[src/rtl/preamble_detect_ctrl.sv]
// rtl/preamble_detect_ctrl.sv - preamble detection sequencer gating the adaptive threshold filter
module preamble_detect_ctrl #(
   parameter int DATA_SIZE = 16,
   parameter int HIT_NUM   = 8,
   parameter int MAX_MISS  = 2,
   parameter int HOLDOFF   = 64,
   parameter int CNT_W     = 16
) (
   input  logic                 clk,
   input  logic                 rst_n,
   input  logic                 en,
   input  logic                 in_valid,
   input  logic [DATA_SIZE-1:0] in_mag,
   input  logic [DATA_SIZE-1:0] porog_in,
   input  logic [CNT_W-1:0]     frame_len,
   input  logic                 frame_abort,
   output logic                 filt_en,
   output logic                 detect,
   output logic                 frame_active,
   output logic [CNT_W-1:0]     sample_idx,
   output logic [1:0]           state_o
);

   localparam int HIT_W  = $clog2(HIT_NUM + 1);
   localparam int MISS_W = $clog2(MAX_MISS + 2);
   localparam int HOLD_W = $clog2(HOLDOFF + 1);

   localparam logic [HIT_W-1:0]  HIT_LAST  = HIT_W'(HIT_NUM - 1);
   localparam logic [MISS_W-1:0] MISS_LAST = MISS_W'(MAX_MISS);
   localparam logic [HOLD_W-1:0] HOLD_LAST = HOLD_W'(HOLDOFF - 1);

   typedef enum logic [1:0] {
      S_SEARCH  = 2'd0,
      S_ARM     = 2'd1,
      S_LOCK    = 2'd2,
      S_HOLDOFF = 2'd3
   } state_t;

   state_t              state;
   logic [HIT_W-1:0]    hit_cnt;
   logic [MISS_W-1:0]   miss_cnt;
   logic [HOLD_W-1:0]   hold_cnt;
   logic [CNT_W-1:0]    len_reg;
   logic [CNT_W-1:0]    last_idx;
   logic                hit;

   assign hit      = in_valid & (in_mag > porog_in);
   assign last_idx = (len_reg == '0) ? '0 : len_reg - 1'b1;
   assign filt_en  = en & in_valid & (state != S_LOCK);
   assign state_o  = state;

   always_ff @(posedge clk or negedge rst_n) begin
      if (!rst_n) begin
         state        <= S_SEARCH;
         hit_cnt      <= '0;
         miss_cnt     <= '0;
         hold_cnt     <= '0;
         len_reg      <= '0;
         detect       <= 1'b0;
         frame_active <= 1'b0;
         sample_idx   <= '0;
      end else begin
         detect <= 1'b0;
         if (!en) begin
            state        <= S_SEARCH;
            hit_cnt      <= '0;
            miss_cnt     <= '0;
            hold_cnt     <= '0;
            frame_active <= 1'b0;
            sample_idx   <= '0;
         end else begin
            case (state)
               // hit_cnt is always 0 in SEARCH, so one compare covers HIT_NUM=1 too
               S_SEARCH, S_ARM: begin
                  if (hit) begin
                     if (hit_cnt == HIT_LAST) begin
                        state        <= S_LOCK;
                        detect       <= 1'b1;
                        frame_active <= 1'b1;
                        len_reg      <= frame_len;
                        sample_idx   <= '0;
                        hit_cnt      <= '0;
                        miss_cnt     <= '0;
                     end else begin
                        state   <= S_ARM;
                        hit_cnt <= hit_cnt + 1'b1;
                     end
                  end else if (in_valid && state == S_ARM) begin
                     if (miss_cnt == MISS_LAST) begin
                        state    <= S_SEARCH;
                        hit_cnt  <= '0;
                        miss_cnt <= '0;
                     end else begin
                        miss_cnt <= miss_cnt + 1'b1;
                     end
                  end
               end
               S_LOCK: begin
                  if (frame_abort) begin
                     state        <= S_HOLDOFF;
                     frame_active <= 1'b0;
                     hold_cnt     <= '0;
                  end else if (in_valid) begin
                     if (sample_idx == last_idx) begin
                        state        <= S_HOLDOFF;
                        frame_active <= 1'b0;
                        hold_cnt     <= '0;
                     end else begin
                        sample_idx <= sample_idx + 1'b1;
                     end
                  end
               end
               S_HOLDOFF: begin
                  if (in_valid) begin
                     if (hold_cnt == HOLD_LAST) begin
                        state    <= S_SEARCH;
                        hold_cnt <= '0;
                     end else begin
                        hold_cnt <= hold_cnt + 1'b1;
                     end
                  end
               end
               default: state <= S_SEARCH;
            endcase
         end
      end
   end

endmodule
[config.mk]
export PLATFORM = sky130hd
export DESIGN_NAME = preamble_detect_ctrl
export DESIGN_NICKNAME = d
export VERILOG_FILES = /design/src/rtl/preamble_detect_ctrl.sv
export SDC_FILE = /design/constraint.sdc
export NUM_CORES = 1
export LEC_CHECK = 0
export CAP_MARGIN = 20
export CORE_ASPECT_RATIO = 1.5
export CORE_MARGIN = 1
export CORE_UTILIZATION = 55
export CTS_BUF_LIST = sky130_fd_sc_hd__clkbuf_8
export DETAILED_ROUTE_END_ITERATION = 8
export GPL_ROUTABILITY_DRIVEN = 0
export PLACE_DENSITY = 0.88
export SETUP_SLACK_MARGIN = 0.05
export SYNTH_ARGS = -nofsm -noshare
export SYNTH_HDL_FRONTEND = slang
export SYNTH_SLANG_ARGS = --single-unit
[constraint.sdc]
create_clock -name clk -period 4.85 [get_ports clk]
set_clock_uncertainty 0.1 [all_clocks]
set_input_delay 0.97 -clock clk [delete_from_list [all_inputs] [get_ports clk]]
set_output_delay 0.97 -clock clk [all_outputs]
set_load 0.05 [all_outputs]
==> key figures <==
Critical path
  • Setup CP Type: input pin to flip-flop
  • RR Endpoint: sample_idx[14]$_DFFE_PN0P_
  • Critical Path RT: slightly below 5000 ps
  • Crit. End Element: flip-flop
  • Critical-path maximum fanout: 18
  • R2R setup slack: roughly 1400 ps
  • WP data arrival: 3850 ps
  • R2R depth: 9
  • Cell mode on critical path: o21a_1
  • CP max stage delay: ~530 ps
  • Crit path launch: porog_in[1]
  • Worst reg2reg startpoint: len_reg[6]$_DFFE_PN0P_
  • CP max stage cell: o21ai_1
  • Startpoint types: input pin
  • Worst path cell trace: clkdlybuf4s50_1 > inv_1 > ha_1 > nor2b_1 > o21a_1 > o21a_1 > o21bai_1 > a21oi_1 > o21ai_1 > nor2_1 > nand3_1 > buf_4 > mux2_2

Synth
  • Post-synth top cells: dfrtp_1 (49), nand2_1 (42), inv_1 (31)
  • Post-Synth XOR/XNOR Area: 0.0391
  • Ys flop type: dfrtp_1
  • Unique masters post-synth: between 60 and 70
  • Mapped Area: around 0.0039 mm2
  • EDFF count, synth: 0
  • FFs w/ async S/R, synth: 1.00
  • Post-Synth Simple-Gate Area: 0.278
  • Synth Area in Compound Gates: 0.186
  • Largest family of logic cells by synthesized area: simple AND/OR/NAND/NOR gates
  • Post-synthesis average cell area: slightly below 9 um2
  • Syn nets: 514
  • Synth Area in Adders: 0.0646
  • Synthesized flop and latch total: 49
  • Count leader, synth: dfrtp_1
  • Post-Syn Instances: roughly 440
  • Synth area leader: dfrtp_1
  • Post-synth top area share: 0.316
  • Synth area leaders: dfrtp_1 (32%), ha_1 (6.5%), mux2_2 (4.9%), nand2_1 (4.1%), nand3_1 (3.5%)
  • Mux cell area share after synthesis: 0.0571
  • Synth warn: 0
  • Seq/Total Area, Yosys: 0.316

Clock tree
  • # hold bufs at CTS: 0
  • CTS tree: yes
  • Clk root buf: clkbuf_8
  • Htree depth: 2
  • Post CTS Setup Buffer Count: 0
  • Sink Count: 49
  • Total CTS buffers: 5
  • Post-CTS sizing: 0
  • Worst skew pair latency: 310 ps
  • Clock-pin transition on the worst setup and hold timing paths: ~90 ps
  • CTS Buffer Depth: 2

Floorplan
  • Site Rows: 37
  • Io pins: between 70 and 80
  • Core Box Area: 0.00685 mm2
  • Starting density of the core: 0.566
  • Die Wd: approximately 71 um
  • Vert. Die Dim: ~100 um
  • Die ar.: between 0.007 and 0.008 mm2

Place
  • PortBufs: 73
  • Placed cell area: around 0.0046 mm2
  • DPL Wire Length: between 7 and 8 mm

Route
  • Drt first pass iters: 7
  • DR vias/cell: about 6.4
  • Drt drc: 4
  • Post-route ant nets: 0
  • Vias: between 3000 and 4000
  • 1st-iter DRT viols: between 200 and 300
  • Mean routed wirelength per cell: 17.2 um
  • Final WL: between 9 and 10 mm

GRT
  • Gr ovfl total: 0
  • Total global-route track usage: 0.278
  • Number of global-route vias before repair: 3646
  • Largest net degree at the start of global routing: 50
  • Initial antenna violation count: 0
  • First-pass GRT wire length: 16.7 mm

Timing
  • Crit share post-route: 0.773
  • Worst Tran Pin Value: between 600 and 700 ps
  • Slew margin rel.: 0.559
  • RSZ-0062 raised after global routing: false
  • Peak Freq: 267 MHz
  • Setup_tns: 0 ps
  • Period minus WS final: around 3800 ps
  • Max Slew Vio Count: 0
  • WHS: between 400 and 500 ps
  • Final Hold Fails: 0
  • Setup-failing EPs final: 0

Run status
  • Outcome: finished with violations
  • Failing checks: design-rule violations

Power
  • Max VDD drop: around 160 uV
  • Lkg Pwr: about 2.2 nW
  • Power Dens Cells: 161 mW/mm2

Cells and area
  • Share of cells above drive strength 1: 0.117
  • Antenna Cells: 0
  • Area Growth Syn to Fin: 21.7%
  • Final Net Count: 578
  • Post-layout util: 0.689
  • Fin area: 0.00472 mm2

Job
  • Max_cap viols: 0

Min path
  • Worst Hold Class: input pin to asynchronous set/reset pin
## how the worst max path moves through the flow
| stage | endpoint | depth (start not counted) |
|---|---|---|
| global route | len_reg[5]$_DFFE_PN0P_ | 13 |
| detailed placement | len_reg[5]$_DFFE_PN0P_ | 13 |
| global placement | len_reg[9]$_DFFE_PN0P_ | 13 |
| CTS | len_reg[0]$_DFFE_PN0P_ | 13 |
| floorplan | len_reg[0]$_DFFE_PN0P_ | 12 |
| finish | len_reg[5]$_DFFE_PN0P_ | 13 |
## where the power goes
group | internal, mW | leakage [nW] | switching (mW)
Sequential | 0.411 | 0.682 | 0.00385
Combinational | 0.0629 | 1.43 | 0.0509
Clock | 0.0954 | 0.0399 | 0.138
Total | 0.569 | 2.15 | 0.193
## area by class of cell
type,instances,area (um2)
Clock buffer,5,68.8
Tap cell,78,97.6
Inverter,31,116
Timing Repair Buffer,79,783
Multi-Input combinational cell,339,2420
Clock inverter,1,5.00
Fill cell,552,2130
Sequential cell,49,1230
## per-layer routing
metal	wire (um)	track usage	vias to the layer above
li1	-	-	1750
met5	0	0	-
met1	3800	0.319	1790
met4	357	0.127	0
met3	431	0.0299	34
met2	5390	0.508	139
## stage by stage
step	power, mW	cells	worst slack, ps
final	0.761	582	1100
after global routing	0.789	582	878
after CTS	0.761	581	1100
after detailed placement	0.534	575	790
after global placement	0.528	575	903
after floorplan	0.468	441	1240
## placed cells by master (no fill, tap or decap), types with 5 or more instances in the layout
master / Yosys / layout
clkdlybuf4s50_1: 0 / 72
dfrtp_1: 49 / 49
nand2_1: 42 / 42
inv_1: 31 / 31
nand3_1: 27 / 27
nor2_1: 22 / 22
ha_1: 20 / 20
mux2_2: 17 / 17
a21oi_1: 16 / 16
or4_1: 16 / 16
nand4_1: 14 / 14
o21ai_0: 14 / 14
a21o_1: 10 / 10
nor3_1: 9 / 9
or3_1: 9 / 9
nor2b_1: 8 / 8
nor4_1: 7 / 7
or2_2: 6 / 6
xnor2_1: 6 / 6
xor2_1: 6 / 6
o211ai_1: 6 / 6
o22ai_1: 6 / 6
o21a_1: 5 / 5
o31a_1: 5 / 5
clkbuf_8: 0 / 5
buf_4: 0 / 5
## kinds of logic after synthesis
kind of cell    after synthesis
compound gates               99
xor+xnor                     14
fa+ha+maj                    20
buf+inv                      53
flops                        49
mux                          20
simple gates                186
## worst max-delay path: cells and delay by family
family | cells | cell delay, ps
AOI/OAI and AO/OA | 5 | 1050
muxes | 1 | 380
and+or+nand+nor | 3 | 420
buffers and inverters | 3 | 750
adders and majority gates | 1 | 270
(Power assumes the default switching activity.)
